<file path="src/rtl/trx_sequencer.sv">
// trx_sequencer: half-duplex pulse transceiver path sequencer.
// Break-before-make guard between TX and RX paths; all outputs registered.
module trx_sequencer #(
  parameter int GUARD_CYC   = 4,
  parameter int SETTLE_CYC  = 8,
  parameter int TIMEOUT_CYC = 5000
) (
  input  logic i_Clk,
  input  logic i_Rst_L,
  input  logic i_Mode,
  input  logic i_Start,
  input  logic i_Rx_Data,
  input  logic i_Dac_Ready,
  input  logic i_Pulse_Done,
  output logic o_Dac_Start,
  output logic o_Pulse_Req,
  output logic o_Ant_Tx,
  output logic o_Amp_En,
  output logic o_Ant_Rx,
  output logic o_Rx_Pwr,
  output logic o_Lna_En,
  output logic o_Busy,
  output logic o_Done,
  output logic o_Timeout
);

  typedef enum logic [2:0] {
    INIT,
    DAC_WAIT,
    IDLE,
    TX_SETTLE,
    TX_FIRE,
    GUARD,
    RX_WAIT,
    DONE
  } state_t;

  localparam logic [15:0] SETTLE_LAST = 16'(SETTLE_CYC - 1);
  localparam logic [15:0] GUARD_LAST  = 16'(GUARD_CYC - 1);
  localparam logic [15:0] TOUT_LAST   = 16'(TIMEOUT_CYC - 1);

  state_t      state_q, state_d;
  state_t      gnext_q, gnext_d;
  logic        mode_q, mode_d;
  logic [15:0] cnt_q, cnt_d;
  logic        tout_q, tout_d;

  logic start_s1_q, start_s2_q, start_s3_q;
  logic rx_s1_q, rx_s2_q, rx_s3_q;

  logic dac_q, preq_q, ant_tx_q, amp_q;
  logic ant_rx_q, rx_pwr_q, lna_q;
  logic busy_q, done_q;

  logic start_rise;
  logic rx_fall;
  logic tx_on_d;
  logic rx_on_d;

  assign start_rise = start_s2_q & ~start_s3_q;
  assign rx_fall    = ~rx_s2_q & rx_s3_q;

  // GUARD destination is decided by whoever enters it
  always_comb begin
    state_d = state_q;
    gnext_d = gnext_q;
    mode_d  = mode_q;
    cnt_d   = cnt_q;
    tout_d  = tout_q;
    unique case (state_q)
      INIT: state_d = DAC_WAIT;
      DAC_WAIT: begin
        if (i_Dac_Ready) state_d = IDLE;
      end
      IDLE: begin
        if (start_rise) begin
          mode_d = i_Mode;
          tout_d = 1'b0;
          cnt_d  = '0;
          if (i_Mode) begin
            state_d = TX_SETTLE;
          end else begin
            state_d = GUARD;
            gnext_d = RX_WAIT;
          end
        end
      end
      TX_SETTLE: begin
        if (cnt_q == SETTLE_LAST) begin
          state_d = TX_FIRE;
          cnt_d   = '0;
        end else begin
          cnt_d = cnt_q + 16'd1;
        end
      end
      TX_FIRE: begin
        if (i_Pulse_Done) begin
          state_d = GUARD;
          gnext_d = mode_q ? RX_WAIT : DONE;
        end
      end
      GUARD: begin
        if (cnt_q == GUARD_LAST) begin
          state_d = gnext_q;
          cnt_d   = '0;
        end else begin
          cnt_d = cnt_q + 16'd1;
        end
      end
      RX_WAIT: begin
        if (rx_fall) begin
          cnt_d = '0;
          if (mode_q) begin
            state_d = DONE;
          end else begin
            state_d = GUARD;
            gnext_d = TX_SETTLE;
          end
        end else if (cnt_q == TOUT_LAST) begin
          state_d = DONE;
          tout_d  = 1'b1;
          cnt_d   = '0;
        end else begin
          cnt_d = cnt_q + 16'd1;
        end
      end
      DONE: state_d = IDLE;
    endcase
  end

  assign tx_on_d = (state_d == TX_SETTLE) || (state_d == TX_FIRE);
  assign rx_on_d = (state_d == RX_WAIT);

  always_ff @(posedge i_Clk or negedge i_Rst_L) begin
    if (!i_Rst_L) begin
      state_q    <= INIT;
      gnext_q    <= INIT;
      mode_q     <= 1'b0;
      cnt_q      <= '0;
      tout_q     <= 1'b0;
      start_s1_q <= 1'b0;
      start_s2_q <= 1'b0;
      start_s3_q <= 1'b0;
      rx_s1_q    <= 1'b0;
      rx_s2_q    <= 1'b0;
      rx_s3_q    <= 1'b0;
      dac_q      <= 1'b0;
      preq_q     <= 1'b0;
      ant_tx_q   <= 1'b0;
      amp_q      <= 1'b0;
      ant_rx_q   <= 1'b0;
      rx_pwr_q   <= 1'b0;
      lna_q      <= 1'b0;
      busy_q     <= 1'b0;
      done_q     <= 1'b0;
    end else begin
      start_s1_q <= i_Start;
      start_s2_q <= start_s1_q;
      start_s3_q <= start_s2_q;
      rx_s1_q    <= i_Rx_Data;
      rx_s2_q    <= rx_s1_q;
      rx_s3_q    <= rx_s2_q;
      state_q    <= state_d;
      gnext_q    <= gnext_d;
      mode_q     <= mode_d;
      cnt_q      <= cnt_d;
      tout_q     <= tout_d;
      dac_q      <= (state_q == INIT);
      preq_q     <= (state_d == TX_FIRE) && (state_q != TX_FIRE);
      ant_tx_q   <= tx_on_d;
      amp_q      <= tx_on_d;
      ant_rx_q   <= rx_on_d;
      rx_pwr_q   <= rx_on_d;
      lna_q      <= rx_on_d;
      busy_q     <= (state_d != IDLE);
      done_q     <= (state_d == DONE);
    end
  end

  assign o_Dac_Start = dac_q;
  assign o_Pulse_Req = preq_q;
  assign o_Ant_Tx    = ant_tx_q;
  assign o_Amp_En    = amp_q;
  assign o_Ant_Rx    = ant_rx_q;
  assign o_Rx_Pwr    = rx_pwr_q;
  assign o_Lna_En    = lna_q;
  assign o_Busy      = busy_q;
  assign o_Done      = done_q;
  assign o_Timeout   = tout_q;

endmodule

</file>
<file path="config.mk">
export PLATFORM = sky130hd
export DESIGN_NAME = trx_sequencer
export DESIGN_NICKNAME = d
export VERILOG_FILES = /design/src/rtl/trx_sequencer.sv
export SDC_FILE = /design/constraint.sdc
export NUM_CORES = 1
export LEC_CHECK = 0
export BUFFER_PORTS_ARGS = -buffer_cell sky130_fd_sc_hd__buf_4
export CAP_MARGIN = 0
export CORE_ASPECT_RATIO = 1.4
export CORE_MARGIN = 2
export CORE_UTILIZATION = 55
export DETAILED_ROUTE_END_ITERATION = 10
export PLACE_DENSITY = 0.75
export SYNTH_ARGS = -nofsm -noshare
export SYNTH_HDL_FRONTEND = slang
export SYNTH_SLANG_ARGS = --single-unit
</file>
<file path="constraint.sdc">
create_clock -name i_Clk -period 2.1 [get_ports i_Clk]
set_input_delay 0 -clock i_Clk [delete_from_list [all_inputs] [get_ports i_Clk]]
set_output_delay 0 -clock i_Clk [all_outputs]
set_load 0.05 [all_outputs]
</file>
==> reports/summary.txt, run 1 <==
Fin. Hold Viols: 0
Placed cells: 246
Final ANT Viol Nets: 0
N_diodes: 0
Initial Utilization: 0.569
TritonCTS clock tree: done
Crit Path Class: flop to flop
Ys async rst share: 1.00
Placeable Area: 0.00332 sq mm
Final WS setup: 0.163 ns
Tcrit/Tclk final: 0.922
Clock-pin slew on the worst setup and hold paths: 0.08 ns
Area growth from synthesis to layout: 26.6%
Wire length per cell: 15.7 um
Vias per inst: 5.92
DIE AREA: 0.00392 sq mm
Detailed Place HPWL: 2.94 mm
Final WL: 4.12 mm
Placer Congestion: 0.873
DR pass1 iterations: 4
Multi-input logic area: 997 sq um
Pins over their slew limit: 0
Die Ht: 73.3 um
Depth of the CTS H-tree: 2
Top post-synthesis cells by area: dfrtp_1 (48%), nor2_1 (4.8%), xnor2_1 (4.2%)
Syn nets: 200
Max reg flops: 16
First DRT Iteration DRCs: 52
Internal power: 2.09 mW
Initial antenna violation count: 0
Clock Path Buffers: 2
Max_cap viols: 0
NetSw: 1.30 mW
Slew margin rel.: 0.671
Vias in the first global route: 1675
Clock Power Share: 0.249
Mean Syn Cell Area: 9.89 sq um
YS warnings: 0
Tmin final: 1.94 ns
Largest regs: cnt_q x16, gnext_q x3, state_q x3
Layout cells sized above 1: 0.287
Worst-Skew Late Latency: 0.29 ns
Worst setup SP type: flop
Worst-Margin Slew: 0.494 ns
Site Rows: 25
Top Ports: 17
Synth area leader: dfrtp_1
DRC: 0
Die X: 53.5 um
Req. time, crit path: 2.29 ns
EDFF count, synth: 0
Nets: 231
Storage cell area: 903 sq um
GRT Overall Usage: 0.262
Final Power: 3.38 mW
VDD IR-drop max: 0.879 mV
Yosys cell types: 49
Root Driver: clkbuf_8
Cell count after synthesis: 191
Final Setup Violations: 0
Sw Ratio: 0.383
Fill cell count: 255
Final setup TNS: 0 ns
Pre-CTS setup slack: 0.0365 ns
GRT overflow: 0
RSZ-0062 raised after global routing: no
Leakage: 1.07 nW
Maximum clock rate: 516 MHz
Critical Path AT: 2.13 ns
First-pass GRT wire length: 7.34 mm
Setup crit end kind: flop
PD cells: 1420 mW/mm^2
Num CTS Buffers: 5
Critical path fanouts, max: 4
Synth top area share: 0.477
Top_reg_cell synth: dfrtp_1
Clock Skew: 0.00876 ns
Mapped Area: 0.00189 sq mm
Via Count: 1556
Yosys reg bits: 36
Sequential area share after synthesis: 0.477
CTS Sinks: 36
Non-filler cells, final: 263
Largest net degree at the start of global routing: 37
IO Port Bufs: 16
Gate power share: 0.460
Seq pwr share: 0.291
Outcome: finished clean
Most flop-heavy register: cnt_q
Min-Delay Path Class: input port to asynchronous set/reset pin
-- cells in the final DEF, fill, tap and decap left out, types with 3 or more instances in the layout --
| cell | instances |
|---|---|
| bufinv_16 | 3 |
| nor2_1 | 24 |
| nand3b_1 | 4 |
| buf_4 | 30 |
| dlygate4sd3_1 | 4 |
| nor3_1 | 10 |
| clkbuf_8 | 5 |
| and3_1 | 3 |
| nand4_1 | 5 |
| dfrtp_1 | 34 |
| nand2_1 | 14 |
| inv_1 | 3 |
| a21oi_1 | 5 |
| nor2b_1 | 3 |
| nand2b_1 | 3 |
| nand3_1 | 7 |
| o21ai_0 | 5 |
| xnor2_1 | 9 |
| a22o_1 | 3 |
-- repair_timing --
item                       in CTS  in global routing
gates resized for setup         0                 18
buffers inserted                0                  5
setup endpoints to repair       0                 22
hold endpoints to repair       39                  0
hold buffers                    4                  0
-- synth_stat cells (all sizes together) (2+ instances only) --
master / instances
a21o: 2
a21oi: 5
a22o: 3
and3: 3
and4: 2
buf: 9
dfrtp: 36
ha: 2
inv: 4
mux2: 2
nand2: 15
nand2b: 3
nand3: 9
nand3b: 5
nand4: 6
nor2: 25
nor2b: 4
nor3: 12
nor3b: 3
nor4: 4
nor4bb: 2
o211ai: 2
o21ai: 7
or2: 2
or3: 2
xnor2: 9
-- metal layers --
layer	vias to the layer above	GRT usage	routed length, um
met3	18	0.0711	186
met4	0	0.191	191
met2	41	0.427	2210
li1	738	-	-
met1	759	0.285	1530
met5	-	0	0
-- cell families (layout without fill, tap and decap cells) --
group / count (synthesis) / in the layout / share of synthesized area
AO/OA/AOI/OAI: 26 / 26 / 0.0961
XOR/XNOR: 9 / 9 / 0.0418
adder cells (fa/ha/maj): 2 / 2 / 0.0133
buffers and inverters: 14 / 46 / 0.0417
flip-flops: 36 / 36 / 0.477
multiplexers: 3 / 3 / 0.0192
AND/OR/NAND/NOR: 101 / 101 / 0.311
-- stage by stage --
step | area, sq um | hold WS [ns] | utilization
after floorplan | 1890 | -0.296 | -
after global placement | 2060 | -0.0295 | 0.622
after detailed placement | 2060 | -0.0231 | 0.622
after CTS | 2260 | 0.193 | 0.682
after global routing | 2390 | 0.234 | 0.721
final | 2390 | 0.190 | 0.721
-- worst max-delay path: stages, from the launching register on --
cell and delay [ns]:
dfrtp_1 0.45, nor4_4 0.35, and4_1 0.27, nand3b_4 0.16, nor4bb_4 0.37, inv_2 0.10
buf_4 0.14
-- power by group through the flow --
| stage | clock network (mW) | logic [mW] | registers [mW] |
|---|---|---|---|
| after CTS | 0.856 | 1.40 | 0.967 |
| after detailed placement | 0 | 1.39 | 0.981 |
| after global placement | 0 | 1.35 | 0.970 |
| final | 0.842 | 1.56 | 0.983 |
| after floorplan | 0 | 0.951 | 1.08 |
| after global routing | 0.893 | 1.72 | 1.01 |
-- cell type report --
cell class / instances / area share
clock inverters: 3 / 0.0377
inverters: 4 / 0.00628
multi-input cells: 141 / 0.417
flip-flops and latches: 36 / 0.378
well taps: 40 / 0.0209
clock buffers: 5 / 0.0288
repair buffers: 34 / 0.111
-- final timing paths --
path | slack, ns | endpoint | depth (start not counted) | from
worst max-delay path | 0.16 | state_q[0] | 6 | cnt_q[5]
max in group asynchronous | 1.56 | cnt_q[0] | 2 | i_Rst_L
worst min-delay path | 0.19 | gnext_q[0] | 2 | i_Rst_L
min in group i_Clk | 0.20 | state_q[1] | 4 | i_Dac_Ready
worst max register to register | 0.16 | state_q[0] | 6 | cnt_q[5]
worst min register to register | 0.35 | rx_s2_q | 0 | rx_s1_q
(Power assumes the default switching activity.)
==> run 2: changes to the inputs <==
CORE_UTILIZATION = 40   (was 55)
PLACE_DENSITY = default   (was 0.75)
==> reports/summary.txt, run 2 (same netlist as run 1, synthesis figures left out) <==
Storage cell area: 906 sq um
R2R Setup Slk: 0.12 ns
Via Count: 1519
Final Setup Violations: 0
Wire length per cell: 14.0 um
Commonest non-fill, non-tap cell in the layout: buf_4
Pins over their slew limit: 0
Non-filler cells, final: 288
Worst-Skew Late Latency: 0.28 ns
IO Port Bufs: 16
Placer Congestion: 0.827
Outcome: finished clean
Tcrit/Tclk final: 0.941
Largest regs: cnt_q x16, gnext_q x3, state_q x3
Final WL: 4.02 mm
Placed cell area: 0.00212 sq mm
Num CTS Buffers: 5
VDD IR-drop max: 0.454 mV
Final setup TNS: 0 ns
Crit Path Class: flop to flop
DIE AREA: 0.00529 sq mm
Worst setup SP type: flop
Most flop-heavy register: cnt_q
Final ANT Viol Nets: 0
Site Rows: 29
Maximum clock rate: 506 MHz
Top Ports: 17
Detailed Place HPWL: 3.05 mm
Vias per inst: 5.27
First-pass GRT wire length: 6.86 mm
Placed cells: 272
GRT overflow: 0
Req. time, crit path: 2.31 ns
CP max stage cell: dfrtp_1
Root Driver: clkbuf_8
Clock Path Buffers: 2
Fin. Hold Viols: 0
Final WS setup: 0.124 ns
Setup crit end kind: flop
Fill cell count: 437
Min-Delay Path Class: input port to asynchronous set/reset pin
GRT Overall Usage: 0.174
Final Power: 3.13 mW
Crit path cell chain: nor4_4, nand4_2, a211oi_2, nor4bb_4, or3b_1, o21ai_1
Max reg flops: 16
Leakage: 1.04 nW
Critical path fanouts, max: 3
Max_cap viols: 0
Initial Utilization: 0.416
DR pass1 iterations: 4
Die X: 62.1 um
Area growth from synthesis to layout: 24.9%
Initial antenna violation count: 0
Layout cells sized above 1: 0.283
Clock Skew: 0.00423 ns
Vias in the first global route: 1492
Largest net degree at the start of global routing: 37
Worst r2r dst: o_Amp_En
Clock-pin slew on the worst setup and hold paths: 0.07 ns
DRC: 0
Post-route cell area: 0.00236 sq mm
Tmin final: 1.98 ns
Nets: 235
CTS Sinks: 36
TritonCTS clock tree: done
Critical Path AT: 2.19 ns
Worst-Margin Slew: 0.576 ns
CP peak stage delay: 0.42 ns
PD cells: 1330 mW/mm^2
Die Ht: 85.3 um
Multi-input logic area: 967 sq um
Slew margin rel.: 0.616
Pre-CTS setup slack: 0.0102 ns
Placeable Area: 0.00454 sq mm
Depth of the CTS H-tree: 2
Reg-to-Reg Start: cnt_q[4]
N_diodes: 0
R2R depth: 6
Most frequent cells in the layout: buf_4 (34), dfrtp_1 (32), nor2_1 (24), nand2_1 (15), nor3_1 (10)
First DRT Iteration DRCs: 75
-- run 2: cell count changes in the layout (fill, tap and decap cells not counted), sizes merged --
cell,previous run,this run
buf,30,34
clkbuf,5,7
bufinv,3,0
-- run 2: repair_timing --
action,in CTS,in global routing
setup buffers,1,4
cloned,0,0
endpoints found under the hold margin,39,0
pin swaps,0,4
setup endpoints to repair,1,19
hold buffers,4,0
gates resized for setup,0,13
-- run 2: where the power goes --
group | switching (mW) | internal (mW) | leakage [nW] | total [mW]
clock network | 0.225 | 0.292 | 0.0503 | 0.517
registers | 0.132 | 0.837 | 0.451 | 0.969
logic | 0.924 | 0.722 | 0.542 | 1.65
total | 1.28 | 1.85 | 1.04 | 3.13
-- run 2: worst max path at each step --
stage / startpoint / endpoint
finish: cnt_q[4] / o_Amp_En
global route: cnt_q[0] / o_Busy
CTS: cnt_q[0] / cnt_q[4]
detailed placement: cnt_q[0] / o_Pulse_Req
global placement: cnt_q[0] / o_Amp_En
floorplan: cnt_q[0] / o_Amp_En
-- run 2: stage by stage --
| stage | utilization | hold WS [ns] |
|---|---|---|
| 2_1_floorplan | - | -0.296 |
| 3_3_place_gp | 0.467 | -0.0163 |
| 3_5_place_dp | 0.467 | -0.0152 |
| 4_1_cts | 0.499 | 0.210 |
| 5_1_grt | 0.520 | 0.254 |
| 6_report | 0.520 | 0.206 |
-- run 2: area by class of cell --
class / instances / share of cell area
Clock buffer: 7 / 0.0409
Inverter: 4 / 0.00637
Multi-Input combinational cell: 141 / 0.410
Sequential cell: 36 / 0.384
Tap cell: 62 / 0.0329
Timing Repair Buffer: 38 / 0.125
-- run 2: routing by layer --
layer / share of wire / track usage
met2: 0.53 / 0.302
met1: 0.43 / 0.204
met4: 0.015 / 0.0619
met5: 0 / 0
met3: 0.031 / 0.0335
-- run 2: critical path, delay by kind of cell (launching register included) --
kind / cells / cell delay, ns
AOI/OAI and AO/OA: 2 / 0.43
DFF: 1 / 0.42
and+or+nand+nor: 4 / 1.06
